[src/rtl/mips_decode_pipe.sv]
// Registered MIPS decode stage: load-use bubbles, valid/ready input, two-phase addm.
// Define MIPS_DECODE_ADDM_EN to enable the addm micro-sequence (funct 0x2c).
module mips_decode_pipe #(
  parameter int REG_W    = 5,
  parameter int ALU_OP_W = 3,
  parameter int LOAD_LAT = 1
) (
  input  logic                clk,
  input  logic                reset,
  input  logic                in_valid,
  output logic                in_ready,
  input  logic [31:0]         instr,
  input  logic                zero,
  output logic                out_valid,
  output logic [ALU_OP_W-1:0] alu_op,
  output logic                writeenable,
  output logic                rd_src,
  output logic                except,
  output logic                mem_read,
  output logic                word_we,
  output logic                byte_we,
  output logic                byte_load,
  output logic                slt,
  output logic                lui,
  output logic                addm,
  output logic [1:0]          alu_src2,
  output logic [1:0]          control_type,
  output logic [REG_W-1:0]    dest_reg,
  output logic                bubble
);

`ifdef MIPS_DECODE_ADDM_EN
  typedef enum logic [1:0] {RUN, BUBBLE, ADDM2} state_t;
  localparam logic [5:0] F_ADDM = 6'h2c;
`else
  typedef enum logic [1:0] {RUN, BUBBLE} state_t;
`endif

  typedef struct packed {
    logic                out_valid;
    logic [ALU_OP_W-1:0] alu_op;
    logic                writeenable, rd_src, except, mem_read, word_we;
    logic                byte_we, byte_load, slt, lui, addm;
    logic [1:0]          alu_src2, control_type;
    logic [REG_W-1:0]    dest_reg;
    logic                bubble;
  } bundle_t;

  localparam logic [5:0] OP_RTYPE = 6'h00, OP_J = 6'h02, OP_BEQ = 6'h04, OP_BNE = 6'h05;
  localparam logic [5:0] OP_ADDI = 6'h08, OP_ANDI = 6'h0c, OP_ORI = 6'h0d, OP_XORI = 6'h0e;
  localparam logic [5:0] OP_LUI = 6'h0f, OP_LW = 6'h23, OP_LBU = 6'h24, OP_SB = 6'h28, OP_SW = 6'h2b;
  localparam logic [5:0] F_ADD = 6'h20, F_SUB = 6'h22, F_AND = 6'h24, F_OR = 6'h25;
  localparam logic [5:0] F_XOR = 6'h26, F_NOR = 6'h27, F_SLT = 6'h2a, F_JR = 6'h08;
  localparam logic [ALU_OP_W-1:0] ALU_ADD = ALU_OP_W'(2), ALU_SUB = ALU_OP_W'(3), ALU_AND = ALU_OP_W'(4);
  localparam logic [ALU_OP_W-1:0] ALU_OR = ALU_OP_W'(5), ALU_NOR = ALU_OP_W'(6), ALU_XOR = ALU_OP_W'(7);

  logic [5:0]       opcode, funct;
  logic [REG_W-1:0] rs_x, rt_x, rd_x;
  logic             unused_shamt;
  bundle_t          dec, out_d, out_q;
  state_t           state_d, state_q;
  logic [1:0]       cnt_d, cnt_q;
  logic             reads_rs, reads_rt, hit;
`ifdef MIPS_DECODE_ADDM_EN
  logic [REG_W-1:0] addm_rd_d, addm_rd_q;
`endif

  assign opcode       = instr[31:26];
  assign funct        = instr[5:0];
  assign rs_x         = REG_W'(instr[25:21]);
  assign rt_x         = REG_W'(instr[20:16]);
  assign rd_x         = REG_W'(instr[15:11]);
  assign unused_shamt = ^instr[10:6];

  always_comb begin
    // NOTE: every field gets a default first so no decode path can infer a latch.
    dec           = '0;
    dec.out_valid = 1'b1;
    case (opcode)
      OP_RTYPE: begin
        case (funct)
          F_ADD:   begin dec.alu_op = ALU_ADD; dec.writeenable = 1'b1; end
          F_SUB:   begin dec.alu_op = ALU_SUB; dec.writeenable = 1'b1; end
          F_AND:   begin dec.alu_op = ALU_AND; dec.writeenable = 1'b1; end
          F_OR:    begin dec.alu_op = ALU_OR;  dec.writeenable = 1'b1; end
          F_XOR:   begin dec.alu_op = ALU_XOR; dec.writeenable = 1'b1; end
          F_NOR:   begin dec.alu_op = ALU_NOR; dec.writeenable = 1'b1; end
          F_SLT:   begin dec.alu_op = ALU_SUB; dec.writeenable = 1'b1; dec.slt = 1'b1; end
          F_JR:    dec.control_type = 2'd3;
`ifdef MIPS_DECODE_ADDM_EN
          F_ADDM:  begin dec.alu_op = ALU_ADD; dec.mem_read = 1'b1; dec.addm = 1'b1; end
`endif
          default: dec.except = 1'b1;
        endcase
      end
      OP_J:    dec.control_type = 2'd2;
      OP_BEQ:  begin dec.alu_op = ALU_SUB; dec.control_type = zero ? 2'd1 : 2'd0; end
      OP_BNE:  begin dec.alu_op = ALU_SUB; dec.control_type = zero ? 2'd0 : 2'd1; end
      OP_ADDI: begin dec.alu_op = ALU_ADD; dec.alu_src2 = 2'd1; dec.writeenable = 1'b1; dec.rd_src = 1'b1; end
      OP_ANDI: begin dec.alu_op = ALU_AND; dec.alu_src2 = 2'd2; dec.writeenable = 1'b1; dec.rd_src = 1'b1; end
      OP_ORI:  begin dec.alu_op = ALU_OR;  dec.alu_src2 = 2'd2; dec.writeenable = 1'b1; dec.rd_src = 1'b1; end
      OP_XORI: begin dec.alu_op = ALU_XOR; dec.alu_src2 = 2'd2; dec.writeenable = 1'b1; dec.rd_src = 1'b1; end
      OP_LUI:  begin dec.lui = 1'b1; dec.alu_src2 = 2'd2; dec.writeenable = 1'b1; dec.rd_src = 1'b1; end
      OP_LW, OP_LBU: begin
        dec.alu_op      = ALU_ADD;
        dec.alu_src2    = 2'd1;
        dec.mem_read    = 1'b1;
        dec.writeenable = 1'b1;
        dec.rd_src      = 1'b1;
        dec.byte_load   = (opcode == OP_LBU);
      end
      OP_SW:   begin dec.alu_op = ALU_ADD; dec.alu_src2 = 2'd1; dec.word_we = 1'b1; end
      OP_SB:   begin dec.alu_op = ALU_ADD; dec.alu_src2 = 2'd1; dec.byte_we = 1'b1; end
      default: dec.except = 1'b1;
    endcase
    dec.dest_reg = !dec.writeenable ? '0 : (dec.rd_src ? rt_x : rd_x);
  end

  // A load sitting in the output register is the only producer that can cause a hit.
  assign reads_rs = !(opcode == OP_J || opcode == OP_LUI);
  assign reads_rt = (opcode == OP_RTYPE) || (opcode == OP_BEQ) || (opcode == OP_BNE) ||
                    (opcode == OP_SW) || (opcode == OP_SB);
  assign hit = in_valid && (state_q == RUN) && out_q.mem_read && out_q.writeenable &&
               (out_q.dest_reg != '0) &&
               ((reads_rs && rs_x == out_q.dest_reg) || (reads_rt && rt_x == out_q.dest_reg));
  assign in_ready = !reset && (state_q == RUN) && !hit;

  always_comb begin
    state_d = state_q;
    cnt_d   = cnt_q;
    out_d   = '0;
`ifdef MIPS_DECODE_ADDM_EN
    addm_rd_d = addm_rd_q;
`endif
    case (state_q)
      RUN: begin
        if (hit) begin
          // The hit cycle itself counts as the first bubble.
          out_d.out_valid = 1'b1;
          out_d.bubble    = 1'b1;
          cnt_d           = 2'(LOAD_LAT - 1);
          if (LOAD_LAT > 1) state_d = BUBBLE;
        end else if (in_valid) begin
          out_d = dec;
`ifdef MIPS_DECODE_ADDM_EN
          if (dec.addm) begin
            state_d   = ADDM2;
            addm_rd_d = rd_x;
          end
`endif
        end
      end
      BUBBLE: begin
        out_d.out_valid = 1'b1;
        out_d.bubble    = 1'b1;
        cnt_d           = cnt_q - 2'd1;
        if (cnt_q <= 2'd1) state_d = RUN;
      end
`ifdef MIPS_DECODE_ADDM_EN
      ADDM2: begin
        out_d.out_valid   = 1'b1;
        out_d.writeenable = 1'b1;
        out_d.addm        = 1'b1;
        out_d.dest_reg    = addm_rd_q;
        state_d           = RUN;
      end
`endif
      default: state_d = RUN;
    endcase
  end

  always_ff @(posedge clk or posedge reset) begin
    if (reset) begin
      state_q <= RUN;
      cnt_q   <= '0;
      out_q   <= '0;
`ifdef MIPS_DECODE_ADDM_EN
      addm_rd_q <= '0;
`endif
    end else begin
      // NOTE: non-blocking so every flop samples the pre-edge values of the others.
      state_q <= state_d;
      cnt_q   <= cnt_d;
      out_q   <= out_d;
`ifdef MIPS_DECODE_ADDM_EN
      addm_rd_q <= addm_rd_d;
`endif
    end
  end

  assign out_valid    = out_q.out_valid;
  assign alu_op       = out_q.alu_op;
  assign writeenable  = out_q.writeenable;
  assign rd_src       = out_q.rd_src;
  assign except       = out_q.except;
  assign mem_read     = out_q.mem_read;
  assign word_we      = out_q.word_we;
  assign byte_we      = out_q.byte_we;
  assign byte_load    = out_q.byte_load;
  assign slt          = out_q.slt;
  assign lui          = out_q.lui;
  assign addm         = out_q.addm;
  assign alu_src2     = out_q.alu_src2;
  assign control_type = out_q.control_type;
  assign dest_reg     = out_q.dest_reg;
  assign bubble       = out_q.bubble;

endmodule

[config.mk]
export PLATFORM = sky130hd
export DESIGN_NAME = mips_decode_pipe
export DESIGN_NICKNAME = d
export VERILOG_FILES = /design/src/rtl/mips_decode_pipe.sv
export SDC_FILE = /design/constraint.sdc
export NUM_CORES = 1
export LEC_CHECK = 0
export CORE_MARGIN = 10
export CORE_UTILIZATION = 43
export DETAILED_ROUTE_END_ITERATION = 8
export PLACE_DENSITY = 0.8
export SYNTH_ARGS = -nofsm -noshare
export SYNTH_HDL_FRONTEND = slang
export SYNTH_SLANG_ARGS = --single-unit
[constraint.sdc]
create_clock -name clk -period 2.78 [get_ports clk]
set_input_delay 0.834 -clock clk [delete_from_list [all_inputs] [get_ports clk]]
set_output_delay 0.834 -clock clk [all_outputs]
set_load 0.005 [all_outputs]
* Word level (Yosys, flattened, before mapping) *
Index checks and enable logic that the tools add are counted.

word-level totals
  output and inout bits = 25
  register bits = 28
  input bits = 36

operators by class
  bitwise gates (word level) = 1
  magnitude comparators = 1
  $add $sub $neg = 1
  reductions and logical operators = 32
  mux-type cells = 31
  eq/ne operators = 25

operators by type and width
  operator              count
  $eq A6 B6 Y1 const B  11
  $mux W22              2
  $eq A6 B4 Y1 const B  6
  $mux W24              1
  $pmux W4 S6           1
  $pmux W3 S6           1
  $mux W1               13
  $eq A6 B3 Y1 const B  2
  $pmux W2 S2           3
  $reduce_or A12 Y1     1
  $eq A5 B5 Y1          2
  $mux W5               2
  $logic_and A1 B1 Y1   9
  $pmux W1 S2           4
  $pmux W2 S4           1
  $reduce_or A8 Y1      1
  $reduce_or A7 Y1      1
  $eq A6 B2 Y1 const B  1
  $logic_not A6 Y1      1
  $logic_or A1 B1 Y1    6
  $mux W2               3
  $reduce_or A2 Y1      3
  $reduce_bool A5 Y1    1
  $reduce_or A5 Y1      1
  10 further kinds      14

* Logic depth before layout (Yosys ltp) *
  depth in word-level cells = 10
  depth in mapped cells = 7
  mapped depth without buffers = 5

* Worst setup path after synthesis *
No wires, ideal clock.

  path type = input -> output
  start = input instr[28]
  end = output in_ready
  path buffers = 1
  data arrival time = 1.819 ns
  cell stages on the path = 6
  path slack = 0.127 ns
  cells stage by stage = buf_2 -> or3b_1 -> o22ai_1 -> o211ai_1 -> a21oi_1 -> nor2_1

on the way
  word-level cells in the longest chain between the ends = 10
  elaborated cells between the ends (all ways) = 19
  those cells by class = eq/ne: 6; reduce/logical: 13

ends and longest elaborated chain
  item                                              RTL line  text
  start, declared                                   12        input logic [31:0] instr,
  $eq A6 B3 Y1 or $logic_not A6 Y1 (tied branches)  121       assign reads_rt = (opcode == OP_RTYPE) || (opcode == OP_BEQ) || (opcode == OP_BNE) ||
  $logic_or A1 B1 Y1 (3 in a row)                   121
  $logic_or A1 B1 Y1                                122       (opcode == OP_SW) || (opcode == OP_SB);
  $logic_and A1 B1 Y1                               125       ((reads_rs && rs_x == out_q.dest_reg) || (reads_rt && rt_x == out_q.dest_reg));
  $logic_or A1 B1 Y1 (*)                            125
  $logic_and A1 B1 Y1 (*)                           124       (out_q.dest_reg != '0) &&
  via hit                                           63        logic reads_rs, reads_rt, hit;
  $logic_not A1 Y1 (*)                              126       assign in_ready = !reset && (state_q == RUN) && !hit;
  $logic_and A1 B1 Y1 (*)                           126
  end, declared                                     11        output logic in_ready,

The timed path passes the listed nets; every way through them passes the cells marked *.

* Final worst setup path *
  start = input instr[27]
  end = output in_ready

Same word-level chain as after synthesis.

==> metrics.md <==
| Metric | Value |
|---|---|
| Clock Sinks | `23` |
| F_max | `354 MHz` |
| Hold EP | `bubble$_DFF_PP0_` |
| Initial DRC Count | `95` |
| Leakage | `1.05 nW` |
| I/O pin total | `approximately 60` |
| Ant diodes | `0` |
| Global route overflow | `0` |
| Post-synth ARST share | `between 90% and 100%` |
| Final hold vios | `0` |
| Status | `finished with violations` |
| Synth warnings | `0` |
| Yosys cell types | `49` |
| Max stage delay on crit path | `270 ps` |
| Worst EP arrival | `1990 ps` |
| Met3 WL | `about 380 um` |
| Worst setup margin | `-48.8 ps` |
| Worst R2R Path Depth | `6` |
| Total core area | `approximately 3300 um^2` |
| First-pass GRT wire length | `7.27 mm` |
| Worst Path Required | `between 1500 and 2000 ps` |
| Worst R2R Start | `dest_reg[1]$_DFF_PP0_` |
| Vias in the first global route | `around 1600` |
| Worst skew pair latency | `about 300 ps` |
| Total power | `between 0.6 and 0.7 mW` |
| Gr usage total | `14.1%` |
| Period utilisation layout | `102%` |
| WS Path Type | `input port to primary output` |
| Avg Cell Area, Syn | `about 9 um^2` |
| Hold WC Path Type | `register to register` |
| Setup Skew | `approximately 2.7 ps` |
| CTS tree | `built` |
| Cells after synthesis | `~160` |
| Crit Reg-Reg Endpoint | `byte_load$_DFF_PP0_` |
| Max VDD drop | `approximately 0.15 mV` |
| Total CTS buffers | `3` |
| Post-route DRC | `0` |
| Clock transition at path regs | `~110 ps` |
| Row Count | `21` |
| Initial antenna violation count | `0` |
| PwrDens | `296 nW/um^2` |
| Crit-path leading delay family | `compound AO/OA/AOI/OAI gates` |
| H-Tree Level Count | `1` |
| Die X-Extent | `78.9 um` |
| RD Place Congestion | `just under 0.9` |
| RSZ-0062 raised after global routing | `yes` |
| Post-DP Area | `roughly 2200 um^2` |
| Part of the Yosys area used for sequential elements | `38.6%` |
| Number of buffers on the longest clock path | `2` |
| Hold Path Origin | `mem_read$_DFF_PP0_` |
| Cell Area, Synth | `roughly 1500 um^2` |
| Post-synthesis register bit count | `23` |
| Fin util | `70.7%` |
| Post-route minimum period | `~2800 ps` |
| Setup violations, final | `1` |
| Input/output buffers | `54` |
| Die H | `78.9 um` |
| Top routing layer used | `met4` |
| Vias | `~1600` |
| Crit Path Max Fanout | `2` |
| Ys flop type | `dfrtp_1` |
| TNS Setup | `-48.8 ps` |
| Nets | `around 280` |
| EDFF count, synth | `0` |
| Post-route cell area | `~2400 um^2` |
| P&R area growth vs syn | `58.0%` |
| Startpoint Class | `input port` |
| Detail-routed via count per cell | `around 5.4` |
| CP Buf/Inv Count | `2` |
| Most common cell on crit path | `buf_2` |
| HPWL Detailed | `approximately 3.6 mm` |
| Syn nets | `197` |
| Max reg flops | `5` |
| Largest net degree at the start of global routing | `24` |
| Worst hold stages | `4` |
| Met2 wire length | `between 2 and 2.5 mm` |
| Detailed Routing Iterations Pass 1 | `4` |
| Starting Density | `between 40% and 50%` |
| Clock root buffer | `clkbuf_4` |
| Maximum capacitance violations | `0` |
| Failing checks | `setup timing` |
| Worst R2R Setup Slack | `880 ps` |
| Layout cells sized above 1 | `roughly 31%` |
| Total Wirelength | `4.72 mm` |
| DIE AREA | `around 6200 um^2` |
| Avg WL per Cell | `16.4 um` |
| Critical path, cell by cell | `buf_2 -> or2_4 -> a211oi_4 -> o211ai_1 -> a21oi_2 -> nor2_1 -> buf_2` |
| ANT nets after route | `0` |
| Endpoint class of the critical path | `primary output` |
| Max Slew Vio Count | `0` |
| Critical path's slowest cell | `or2_4` |
| Wire length on met1 | `between 1.5 and 2 mm` |
routing by layer:
layer	track usage, %	vias to the layer above
li1	-	728
met1	16.1	745
met2	24.8	75
met3	3.27	13
met4	5.56	0
met5	0	-
repair_timing:
item                                    CTS  global route
gates resized for setup                  54             9
buffers inserted                          5             6
hold buffers                              0             0
endpoints found under the setup margin    1             1
pin swaps                                15             7
synthesized netlist by cell type (all sizes together), types with 3 or more instances:
master	n	area, um^2
dfrtp	23	576
nor2	21	91.3
buf	10	71.3
xor2	10	87.6
a21oi	7	35.0
nor3	7	35.0
o21ai	7	35.0
a22oi	6	45.0
inv	6	22.5
nand2	6	22.5
nor4	6	71.3
and3	3	18.8
clkbuf	3	11.3
mux2i	3	30.0
nand2b	3	18.8
nand3	3	15.0
nor2b	3	18.8
o211ai	3	27.5
xnor2	3	26.3
how the worst max path moves through the flow:
stage | start | endpoint | slack [ps] | depth (start not counted)
2_1_floorplan | instr[28] | in_ready | 130 | 6
3_3_place_gp | instr[28] | in_ready | -770 | 7
3_5_place_dp | instr[28] | in_ready | -890 | 7
4_1_cts | instr[31] | in_ready | -50 | 7
5_1_grt | instr[28] | in_ready | -80 | 8
6_report | instr[27] | in_ready | -50 | 7
final cells by class:
class	instances	area, um^2
inverters	6	22.5
well taps	46	57.6
multi-input cells	119	863
fillers	255	978
flip-flops and latches	23	576
repair buffers	90	813
clock buffers	4	26.3
worst reg2reg max path, stage by stage, from the launching register on:
cell      delay [ps]
dfrtp_1          460
or3_1            390
o311a_1          330
nand4_1          110
o211ai_2         130
buf_4            190
nor4_2           200
report_power, final:
part / leakage (nW) / total [mW] / switching [mW] / internal [mW]
logic: 0.717 / 0.207 / 0.0964 / 0.111
registers: 0.315 / 0.344 / 0.00319 / 0.341
clock network: 0.0150 / 0.147 / 0.0907 / 0.0560
cell families (layout without fill, tap and decap cells):
logic type / Yosys count / after routing / share of synthesized area, %
DFF: 23 / 23 / 38.6
muxes: 5 / 5 / 3.52
AOI/OAI and AO/OA: 35 / 35 / 16.7
xor gates and xnor gates: 13 / 13 / 7.63
other: 1 / 1 / 0.251
buffers and inverters: 19 / 100 / 7.04
and+or+nand+nor: 65 / 65 / 26.3
cells in the final DEF, fill, tap and decap left out, drive strengths merged, types with 2 or more instances in the layout:
cell type       n
nor4            6
a31oi           2
mux2i           3
nor2b           3
a21oi           7
xor2           10
or2             2
a22oi           6
nand3           3
clkbuf          4
o21ai           7
dlygate4sd2     9
mux2            2
nor3            7
nand4           2
clkdlybuf4s50  37
nor2           21
buf            44
a21o            2
and3            3
nand2           6
o211ai          3
xnor2           3
or3             2
inv             6
o22ai           2
dfrtp          23
nand2b          3
nand3b          2
a211oi          2
through the flow:
stage          worst slack, ps  hold slack, ps  instances
3_5_place_dp              -892             679        273
4_1_cts                  -53.4             811        282
6_report                 -48.8             808        288
2_1_floorplan              127             636        161
3_3_place_gp              -770             662        273
5_1_grt                  -83.7             848        288
(Power assumes the default switching activity.)
